[src/rtl/mem_cycle_sequencer_pkg.sv]
// Shared types for the core memory cycle sequencer.
// Cycle states, requester codes and counter widths.
package mem_cycle_sequencer_pkg;

    typedef enum logic [2:0] {
        S_IDLE    = 3'd0,
        S_SELECT  = 3'd1,
        S_READ    = 3'd2,
        S_STROBE  = 3'd3,
        S_WRITE   = 3'd4,
        S_RECOVER = 3'd5
    } state_e;

    typedef enum logic {
        OWN_CPU = 1'b0,
        OWN_DMA = 1'b1
    } owner_e;

    localparam int unsigned PHASE_W = 4;
    localparam int unsigned BURST_W = 4;

endpackage

[src/rtl/mem_req_arbiter.sv]
// Two-way CPU/DMA arbiter; DMA is favoured until its burst
// allowance is used up while the CPU is waiting.
module mem_req_arbiter
    import mem_cycle_sequencer_pkg::*;
#(
    parameter int unsigned DMA_BURST_MAX = 4
) (
    input  logic clk,
    input  logic rst_n,
    input  logic en,
    input  logic cpu_req,
    input  logic dma_req,
    output logic grant_cpu,
    output logic grant_dma
);

    logic [BURST_W-1:0] burst;
    logic               burst_full;
    logic               cpu_turn;

    assign burst_full = (burst == BURST_W'(DMA_BURST_MAX));
    assign cpu_turn   = cpu_req && burst_full;
    assign grant_dma  = en && dma_req && !cpu_turn;
    assign grant_cpu  = en && cpu_req && !grant_dma;

    always_ff @(posedge clk or negedge rst_n) begin
        if (!rst_n) begin
            burst <= '0;
        end else if (grant_cpu) begin
            burst <= '0;
        end else if (grant_dma && !burst_full) begin
            burst <= burst + BURST_W'(1);
        end
    end

endmodule

[src/rtl/mem_cycle_sequencer.sv]
// Core memory access sequencer: select, destructive read, sense
// strobe and inhibit/restore write, shared between CPU and DMA.
module mem_cycle_sequencer
    import mem_cycle_sequencer_pkg::*;
#(
    parameter int unsigned ADDR_W        = 13,
    parameter int unsigned DATA_W        = 28,
    parameter int unsigned RD_CYCLES     = 3,
    parameter int unsigned WR_CYCLES     = 3,
    parameter int unsigned DMA_BURST_MAX = 4
) (
    input  logic              CLK,
    input  logic              RSTN,
    input  logic              CPU_REQ,
    input  logic              CPU_WE,
    input  logic [ADDR_W-1:0] CPU_ADDR,
    input  logic [DATA_W-1:0] CPU_WDATA,
    output logic              CPU_ACK,
    output logic [DATA_W-1:0] CPU_RDATA,
    input  logic              DMA_REQ,
    input  logic              DMA_WE,
    input  logic [ADDR_W-1:0] DMA_ADDR,
    input  logic [DATA_W-1:0] DMA_WDATA,
    output logic              DMA_ACK,
    output logic [DATA_W-1:0] DMA_RDATA,
    input  logic              DUPLEX,
    input  logic              MODSEL,
    output logic              MAO,
    output logic              MBO,
    output logic              RD,
    output logic              SYNC,
    output logic              INHBS,
    output logic [ADDR_W-1:0] MEM_ADDR,
    output logic [DATA_W-1:0] MEM_INH,
    input  logic [DATA_W-1:0] MEM_RDATA_A,
    input  logic [DATA_W-1:0] MEM_RDATA_B,
    output logic              MISCMP,
    output logic              BUSY
);

    state_e              state;
    state_e              state_nx;
    logic [PHASE_W-1:0]  phase;
    logic [PHASE_W-1:0]  phase_nx;
    owner_e              owner;
    logic                we_q;
    logic                duplex_q;
    logic                modsel_q;
    logic                mis_q;
    logic [ADDR_W-1:0]   addr_q;
    logic [DATA_W-1:0]   wdata_q;
    logic [DATA_W-1:0]   cap_q;
    logic [DATA_W-1:0]   sense;
    logic [DATA_W-1:0]   restore;
    logic                grant_cpu;
    logic                grant_dma;
    logic                grant;
    logic                use_a;
    logic                use_b;
    logic                ack;

    mem_req_arbiter #(
        .DMA_BURST_MAX(DMA_BURST_MAX)
    ) u_arb (
        .clk      (CLK),
        .rst_n    (RSTN),
        .en       (state == S_IDLE),
        .cpu_req  (CPU_REQ),
        .dma_req  (DMA_REQ),
        .grant_cpu(grant_cpu),
        .grant_dma(grant_dma)
    );

    assign grant = grant_cpu | grant_dma;
    assign use_a = duplex_q | ~modsel_q;
    assign use_b = duplex_q | modsel_q;

    always_comb begin
        state_nx = state;
        phase_nx = phase;
        unique case (state)
            S_IDLE: begin
                if (grant) state_nx = S_SELECT;
            end
            S_SELECT: begin
                state_nx = S_READ;
                phase_nx = '0;
            end
            S_READ: begin
                if (phase == PHASE_W'(RD_CYCLES - 1)) begin
                    state_nx = S_STROBE;
                    phase_nx = '0;
                end else begin
                    phase_nx = phase + PHASE_W'(1);
                end
            end
            S_STROBE: begin
                state_nx = S_WRITE;
                phase_nx = '0;
            end
            S_WRITE: begin
                if (phase == PHASE_W'(WR_CYCLES - 1)) begin
                    state_nx = S_RECOVER;
                    phase_nx = '0;
                end else begin
                    phase_nx = phase + PHASE_W'(1);
                end
            end
            S_RECOVER: begin
                state_nx = S_IDLE;
            end
            default: begin
                state_nx = S_IDLE;
                phase_nx = '0;
            end
        endcase
    end

    // Duplex always reads through module A; B only feeds the compare.
    assign sense = use_a ? MEM_RDATA_A : MEM_RDATA_B;

    always_ff @(posedge CLK or negedge RSTN) begin
        if (!RSTN) begin
            state    <= S_IDLE;
            phase    <= '0;
            owner    <= OWN_CPU;
            we_q     <= 1'b0;
            duplex_q <= 1'b0;
            modsel_q <= 1'b0;
            mis_q    <= 1'b0;
            addr_q   <= '0;
            wdata_q  <= '0;
            cap_q    <= '0;
        end else begin
            state <= state_nx;
            phase <= phase_nx;
            if (grant) begin
                owner    <= grant_dma ? OWN_DMA : OWN_CPU;
                we_q     <= grant_dma ? DMA_WE : CPU_WE;
                addr_q   <= grant_dma ? DMA_ADDR : CPU_ADDR;
                wdata_q  <= grant_dma ? DMA_WDATA : CPU_WDATA;
                duplex_q <= DUPLEX;
                modsel_q <= MODSEL;
                mis_q    <= 1'b0;
            end
            if (state == S_STROBE) begin
                cap_q <= sense;
                mis_q <= duplex_q && (MEM_RDATA_A != MEM_RDATA_B);
            end
        end
    end

    assign restore   = we_q ? wdata_q : cap_q;
    assign ack       = (state == S_RECOVER);
    assign BUSY      = (state != S_IDLE);
    assign MAO       = BUSY && use_a;
    assign MBO       = BUSY && use_b;
    assign RD        = (state == S_READ);
    assign SYNC      = (state == S_STROBE);
    assign INHBS     = (state == S_WRITE);
    assign MEM_ADDR  = addr_q;
    assign MEM_INH   = INHBS ? ~restore : '0;
    assign CPU_ACK   = ack && (owner == OWN_CPU);
    assign DMA_ACK   = ack && (owner == OWN_DMA);
    assign CPU_RDATA = CPU_ACK ? cap_q : '0;
    assign DMA_RDATA = DMA_ACK ? cap_q : '0;
    assign MISCMP    = ack && mis_q;

endmodule

[config.mk]
export PLATFORM = sky130hd
export DESIGN_NAME = mem_cycle_sequencer
export DESIGN_NICKNAME = d
export VERILOG_FILES = /design/src/rtl/mem_cycle_sequencer_pkg.sv /design/src/rtl/mem_req_arbiter.sv /design/src/rtl/mem_cycle_sequencer.sv
export SDC_FILE = /design/constraint.sdc
export NUM_CORES = 1
export LEC_CHECK = 0
export CAP_MARGIN = 20
export CORE_ASPECT_RATIO = 1.1
export CORE_MARGIN = 2
export CORE_UTILIZATION = 45
export DETAILED_ROUTE_END_ITERATION = 12
export PLACE_DENSITY = 0.95
export SLEW_MARGIN = 20
export SYNTH_ARGS = -nofsm -noshare
export SYNTH_HDL_FRONTEND = slang
export SYNTH_SLANG_ARGS = --single-unit
[constraint.sdc]
create_clock -name CLK -period 3.99 [get_ports CLK]
set_input_delay 0.5985 -clock CLK [delete_from_list [all_inputs] [get_ports CLK]]
set_output_delay 0.5985 -clock CLK [all_outputs]
set_load 0.02 [all_outputs]
; Word-level counts from Yosys, hierarchy flattened
; Cells that the tools add are included.
[word_totals]
regBits = 85
inputBits = 146
output_inout_bits = 106
[op_classes]
n_eq_ne = 11
mux = 19
reduce_logical = 22
bitwise_logic = 6
addsub = 2
[op_table]
columns = operator, count
row1 = $mux W28, 6
row2 = $ne A28 B28 Y1, 1
row3 = $not A28 Y28, 1
row4 = $pmux W3 S5, 1
row5 = $mux W13, 1
row6 = $logic_and A1 B1 Y1, 12
row7 = $mux W4, 3
row8 = $mux W3, 3
row9 = $add A4 B1 Y4 const B, 2
row10 = $pmux W4 S2, 1
row11 = $eq A3 B2 Y1 const B, 2
row12 = $eq A3 B3 Y1 const B, 2
row13 = $eq A4 B2 Y1 const B, 1
row14 = $eq A4 B3 Y1 const B, 1
row15 = $mux W1, 4
row16 = $ne A2 B1 Y1 const B, 2
row17 = $reduce_bool A2 Y1, 2
row18 = $reduce_or A2 Y1, 2
row19 = $eq A3 B1 Y1 const B, 1
row20 = $logic_not A1 Y1, 3
row21 = $logic_not A3 Y1, 1
row22 = $or A1 B1 Y1, 3
row23 = $reduce_and A3 Y1, 1
row24 = $reduce_bool A3 Y1, 1
row25 = other kinds (2), 3

; Depth between registers and ports, before layout
[depth]
word_depth = 9
mapped_depth = 8

; Hierarchy
; From an unflattened synthesis, not the netlist that was laid out.
[unflattened]
hier_cells = 581
hier_area_um2 = 5232.5
[modules_own_cells]
columns = mod, instances, area_each_um2, cells_each
row1 = mem_cycle_sequencer, 1, 4971.0, 555
row2 = mem_req_arbiter, 1, 261.5, 26

; Worst setup path before layout
; No wires, ideal clock.
[synth_path]
path_type = register -> output
startpoint = reg state[1]
endpoint = out MEM_INH[18]
arrival_ns = 1.648
setup_slack_ns = 1.744
path_stages_with_launch = 7
n_path_buf = 3
cell_sequence = dfrtp_1 -> buf_4 -> nor2_1 -> nand2_1 -> clkbuf_1 -> buf_2 -> a211oi_1
[synth_between]
elab_chain_cells = 2
[synth_lines]
columns = item, line_no
row1 = start: declaration, mem_cycle_sequencer.sv:41  ; state_e state;
row2 = start signal: assignment, mem_cycle_sequencer.sv:135  ; state <= state_nx;
row3 = $eq A3 B3 Y1, mem_cycle_sequencer.sv:160  ; assign INHBS = (state == S_WRITE);
row4 = $mux W28, mem_cycle_sequencer.sv:162  ; assign MEM_INH = INHBS ? ~restore : '0;
row5 = end: declaration, mem_cycle_sequencer.sv:34  ; output logic [DATA_W-1:0] MEM_INH,
; No other way between the ends.

; Final worst setup path
[layout_path]
startpoint = reg state[0]
endpoint = out DMA_RDATA[20]
[layout_between]
elab_chain_cells = 3
[layout_lines]
columns = item, line_no
row1 = $eq A3 B3 Y1, mem_cycle_sequencer.sv:154  ; assign ack = (state == S_RECOVER);
row2 = $logic_and A1 B1 Y1, mem_cycle_sequencer.sv:164  ; assign DMA_ACK = ack && (owner == OWN_DMA);
row3 = $mux W28, mem_cycle_sequencer.sv:166  ; assign DMA_RDATA = DMA_ACK ? cap_q : '0;
row4 = end: declaration, mem_cycle_sequencer.sv:25  ; output logic [DATA_W-1:0] DMA_RDATA,
; No other way between the ends.

==> impl_metrics.xml <==
<?xml version="1.0" encoding="UTF-8"?>
<metrics>
  <group name="setup_path">
    <metric name="crit_path_cell_trace" unit="">and4b_1 -&gt; and2_1 -&gt; clkdlybuf4s50_1</metric>
    <metric name="critPathCaptureType" unit="">primary output</metric>
    <metric name="crit_path_launch" unit="">state[0]</metric>
    <metric name="critical_path_buffers_and_inverters" unit="">1</metric>
    <metric name="rr_startpoint" unit="">u_arb.burst[0]</metric>
    <metric name="timing.critical_path.from_type" unit="">flip-flop</metric>
    <metric name="cpMaxStageDelayCell" unit="">and4b_1</metric>
    <metric name="worst-setup-path-type" unit="">reg -&gt; out</metric>
    <metric name="timing.rr.end" unit="">we_q</metric>
    <metric name="max_stage_delay" unit="ns">0.82</metric>
    <metric name="timing.critical_path.required" unit="ns">3.39</metric>
    <metric name="cp_data_arrival_time" unit="ns">2.59</metric>
    <metric name="reg2reg_depth" unit="">7</metric>
    <metric name="reg2reg_slack" unit="ns">1.77</metric>
    <metric name="path_max_fanout" unit="">29</metric>
    <metric name="cp_top_family" unit="">simple AND/OR/NAND/NOR gates</metric>
  </group>
  <group name="global_route">
    <metric name="grtUsageTotal" unit="%">26.8</metric>
    <metric name="maximum_number_of_pins_on_one_net_before_global_route_repair" unit="">86</metric>
    <metric name="grt_first_pass_wirelength" unit="mm">25.4</metric>
    <metric name="grt_pass1_vias" unit="">4844</metric>
    <metric name="initial_antenna_violation_count" unit="">0</metric>
    <metric name="grt.overflow.total" unit="">0</metric>
  </group>
  <group name="logic_synthesis">
    <metric name="synth_top_cell_by_area" unit="">dfrtp_1</metric>
    <metric name="synthDominantCellAreaShare" unit="%">41.3</metric>
    <metric name="yosysWarnings" unit="">0</metric>
    <metric name="mappedNetlistNets" unit="">707</metric>
    <metric name="syn-instance-count" unit="">557</metric>
    <metric name="synth-seq-area-share" unit="%">41.3</metric>
    <metric name="ys_types" unit="">40</metric>
    <metric name="syn_area" unit="sq um">5150</metric>
    <metric name="ys_seq_elements" unit="">85</metric>
    <metric name="leading_post_synthesis_cells_by_cell_area" unit="">dfrtp_1 (41%), mux2i_1 (14%), and2_1 (6.9%)</metric>
    <metric name="syn_area_per_cell" unit="sq um">9.25</metric>
  </group>
  <group name="power">
    <metric name="clock_power_share" unit="%">16.1</metric>
    <metric name="power.ir.vdd_worst" unit="mV">0.354</metric>
    <metric name="p_seq_share" unit="%">35.9</metric>
    <metric name="intPower" unit="mW">2.82</metric>
    <metric name="p_comb_share" unit="%">48.0</metric>
    <metric name="power_leakage" unit="nW">3.58</metric>
    <metric name="swShare" unit="%">42.7</metric>
    <metric name="sw_pwr" unit="mW">2.10</metric>
    <metric name="power_density" unit="nW/um^2">618</metric>
    <metric name="totalPowerFinal" unit="mW">4.92</metric>
  </group>
  <group name="placed_design">
    <metric name="detailed_placement_wirelength_estimate" unit="mm">12.8</metric>
    <metric name="gp_congestion" unit="">0.894</metric>
    <metric name="placedCellCount" unit="">921</metric>
    <metric name="port_buffer_cells" unit="">251</metric>
  </group>
  <group name="clocking">
    <metric name="post-cts-setup-buffer-count" unit="">0</metric>
    <metric name="cts_root_buffer" unit="">clkbuf_16</metric>
    <metric name="clock_latency" unit="ns">0.34</metric>
    <metric name="cts_tree" unit="">built</metric>
    <metric name="clock_pin_slew_on_the_worst_setup_and_hold_paths" unit="ns">0.06</metric>
    <metric name="tritoncts.num_buffers" unit="">9</metric>
    <metric name="clock_sink_count" unit="">85</metric>
    <metric name="maximum_level_of_the_cts_h_tree" unit="">3</metric>
    <metric name="ctsHoldBuffers" unit="">0</metric>
    <metric name="post_cts_resized" unit="">0</metric>
    <metric name="clock_tree.buffer_depth" unit="">2</metric>
  </group>
  <group name="floorplan">
    <metric name="floorplan.initialDensity" unit="%">45.5</metric>
    <metric name="core_region_area" unit="sq um">11300</metric>
    <metric name="die-area" unit="sq um">12300</metric>
    <metric name="die-height" unit="um">116</metric>
    <metric name="io_pins" unit="">252</metric>
    <metric name="die_width" unit="um">106</metric>
    <metric name="rows" unit="">41</metric>
  </group>
  <group name="route">
    <metric name="routed_wire_length_per_instance" unit="um">17.7</metric>
    <metric name="route.detailed.vias_per_inst" unit="">5.37</metric>
    <metric name="routed_wl" unit="mm">16.6</metric>
    <metric name="remaining_drc_errors" unit="">0</metric>
    <metric name="detailedRoute.firstIterationViolations" unit="">255</metric>
    <metric name="antenna_left" unit="">0</metric>
    <metric name="routed-via-count" unit="">5033</metric>
    <metric name="drt_pass1_iterations" unit="">5</metric>
  </group>
  <group name="sta">
    <metric name="share_of_the_clock_period_used_by_the_worst_path" unit="%">79.8</metric>
    <metric name="max_slew_margin" unit="%">37.9</metric>
    <metric name="finalSetupViolations" unit="">0</metric>
    <metric name="final_max_slew_viol_count" unit="">0</metric>
    <metric name="layout_min_cycle_time" unit="ns">3.18</metric>
    <metric name="fin_worst_skew" unit="ns">0.00830</metric>
    <metric name="slew_at_the_pin_with_the_worst_max_slew_slack" unit="ns">0.931</metric>
    <metric name="clock.fmax" unit="MHz">314</metric>
    <metric name="grt_setup_unrepaired" unit="">no</metric>
    <metric name="finalHoldViolations" unit="">0</metric>
    <metric name="fin_setup_tns" unit="ns">0</metric>
  </group>
  <group name="flow_run">
    <metric name="timing.max_cap.violations" unit="">0</metric>
  </group>
  <group name="status">
    <metric name="status" unit="">complete, no violations</metric>
  </group>
  <group name="final_layout">
    <metric name="layout.cells.most_common_list" unit="">clkdlybuf4s50_1 (250), dfrtp_1 (84), nand2_1 (82), mux2i_1 (71), and2_1 (57)</metric>
    <metric name="fin_cells" unit="">937</metric>
    <metric name="share_of_cells_above_drive_strength_1" unit="%">3.94</metric>
    <metric name="insertedDiodeCount" unit="">0</metric>
    <metric name="design.final.nets" unit="">932</metric>
    <metric name="final_common_cell" unit="">clkdlybuf4s50_1</metric>
    <metric name="fill_cells" unit="">817</metric>
    <metric name="layout.core_utilization" unit="%">70.2</metric>
    <metric name="syn2layout_area_growth" unit="%">54.5</metric>
  </group>
  <group name="worst_hold_path">
    <metric name="worst_hold_path_type" unit="">in -&gt; async</metric>
  </group>
</metrics>
[state kept, by name (all words and copies together), names as in the netlist, 3 cells and up]
name / flops
u_arb.burst: 4
MEM_ADDR: 13
state: 3
cap_q: 28
wdata_q: 28
phase: 4
[cell type report]
class	count	area, sq um	area share (%)
Inverter	9	33.8	0.424
Clock buffer	12	256	3.22
Clock inverter	4	22.5	0.283
Multi-Input combinational cell	422	2790	35.0
Tap cell	150	188	2.36
Sequential cell	85	2130	26.7
Timing Repair Buffer	255	2540	31.9
[cells by family after synthesis]
| family | share of synthesized area (%) |
|---|---|
| adder cells (fa/ha/maj) | 0.971 |
| flip-flops | 41.3 |
| AO/OA/AOI/OAI | 13.3 |
| XOR/XNOR | 5.10 |
| multiplexers | 14.2 |
| AND/OR/NAND/NOR | 20.4 |
| buffers and inverters | 4.76 |
[Yosys cell counts (all sizes together)]
| library cell | count |
|---|---|
| a21o | 1 |
| clkbuf | 27 |
| dfrtp | 85 |
| nor2 | 8 |
| and4b | 2 |
| nor4 | 6 |
| and2 | 57 |
| ha | 4 |
| mux2i | 71 |
| a211oi | 28 |
| o31ai | 2 |
| a2111oi | 1 |
| nand3 | 2 |
| xnor2 | 13 |
| a32o | 1 |
| o211ai | 1 |
| inv | 9 |
| nor3b | 2 |
| nor3 | 2 |
| nand4 | 5 |
| o2bb2ai | 1 |
| nand3b | 1 |
| mux2 | 2 |
| or4b | 1 |
| nand2 | 83 |
| buf | 14 |
| and4bb | 1 |
| nor2b | 28 |
| or2 | 1 |
| xor2 | 17 |
| a21oi | 4 |
| o21ai | 77 |
[worst max-delay path by stage]
| stage | endpoint | cells after the start |
|---|---|---|
| after floorplan | MEM_INH[18] | 6 |
| after global placement | MEM_INH[9] | 5 |
| after detailed placement | DMA_RDATA[20] | 3 |
| after CTS | DMA_RDATA[20] | 3 |
| after global routing | DMA_RDATA[16] | 3 |
| final | DMA_RDATA[20] | 3 |
[metal layers]
metal  part of all wire [%]  track usage (%)  up-vias  wire length (um)
met1                     40             32.8     2377              6610
met3                    6.5             3.96       43              1080
met5                      0                0        -                 0
met2                     50             46.2      240              8320
met4                    3.7             14.4        0               608
li1                       -                -     2373                 -
[power groups by stage]
stage	registers [mW]	logic [mW]	clock network, mW
2_1_floorplan	1.57	1.60	0
3_3_place_gp	1.74	2.27	0
3_5_place_dp	1.77	2.36	0
4_1_cts	1.76	2.37	0.804
5_1_grt	1.82	2.59	0.842
6_report	1.77	2.36	0.792
[metrics by stage]
| stage | instance area [sq um] | hold slack (ns) | worst slack [ns] |
|---|---|---|---|
| floorplan | 5150 | 0.303 | 1.74 |
| global placement | 7680 | 0.467 | 1.30 |
| detailed placement | 7680 | 0.483 | 1.18 |
| CTS | 7960 | 0.493 | 0.833 |
| global route | 7960 | 0.391 | 0.693 |
| finish | 7960 | 0.283 | 0.806 |
(Power assumes the default switching activity.)
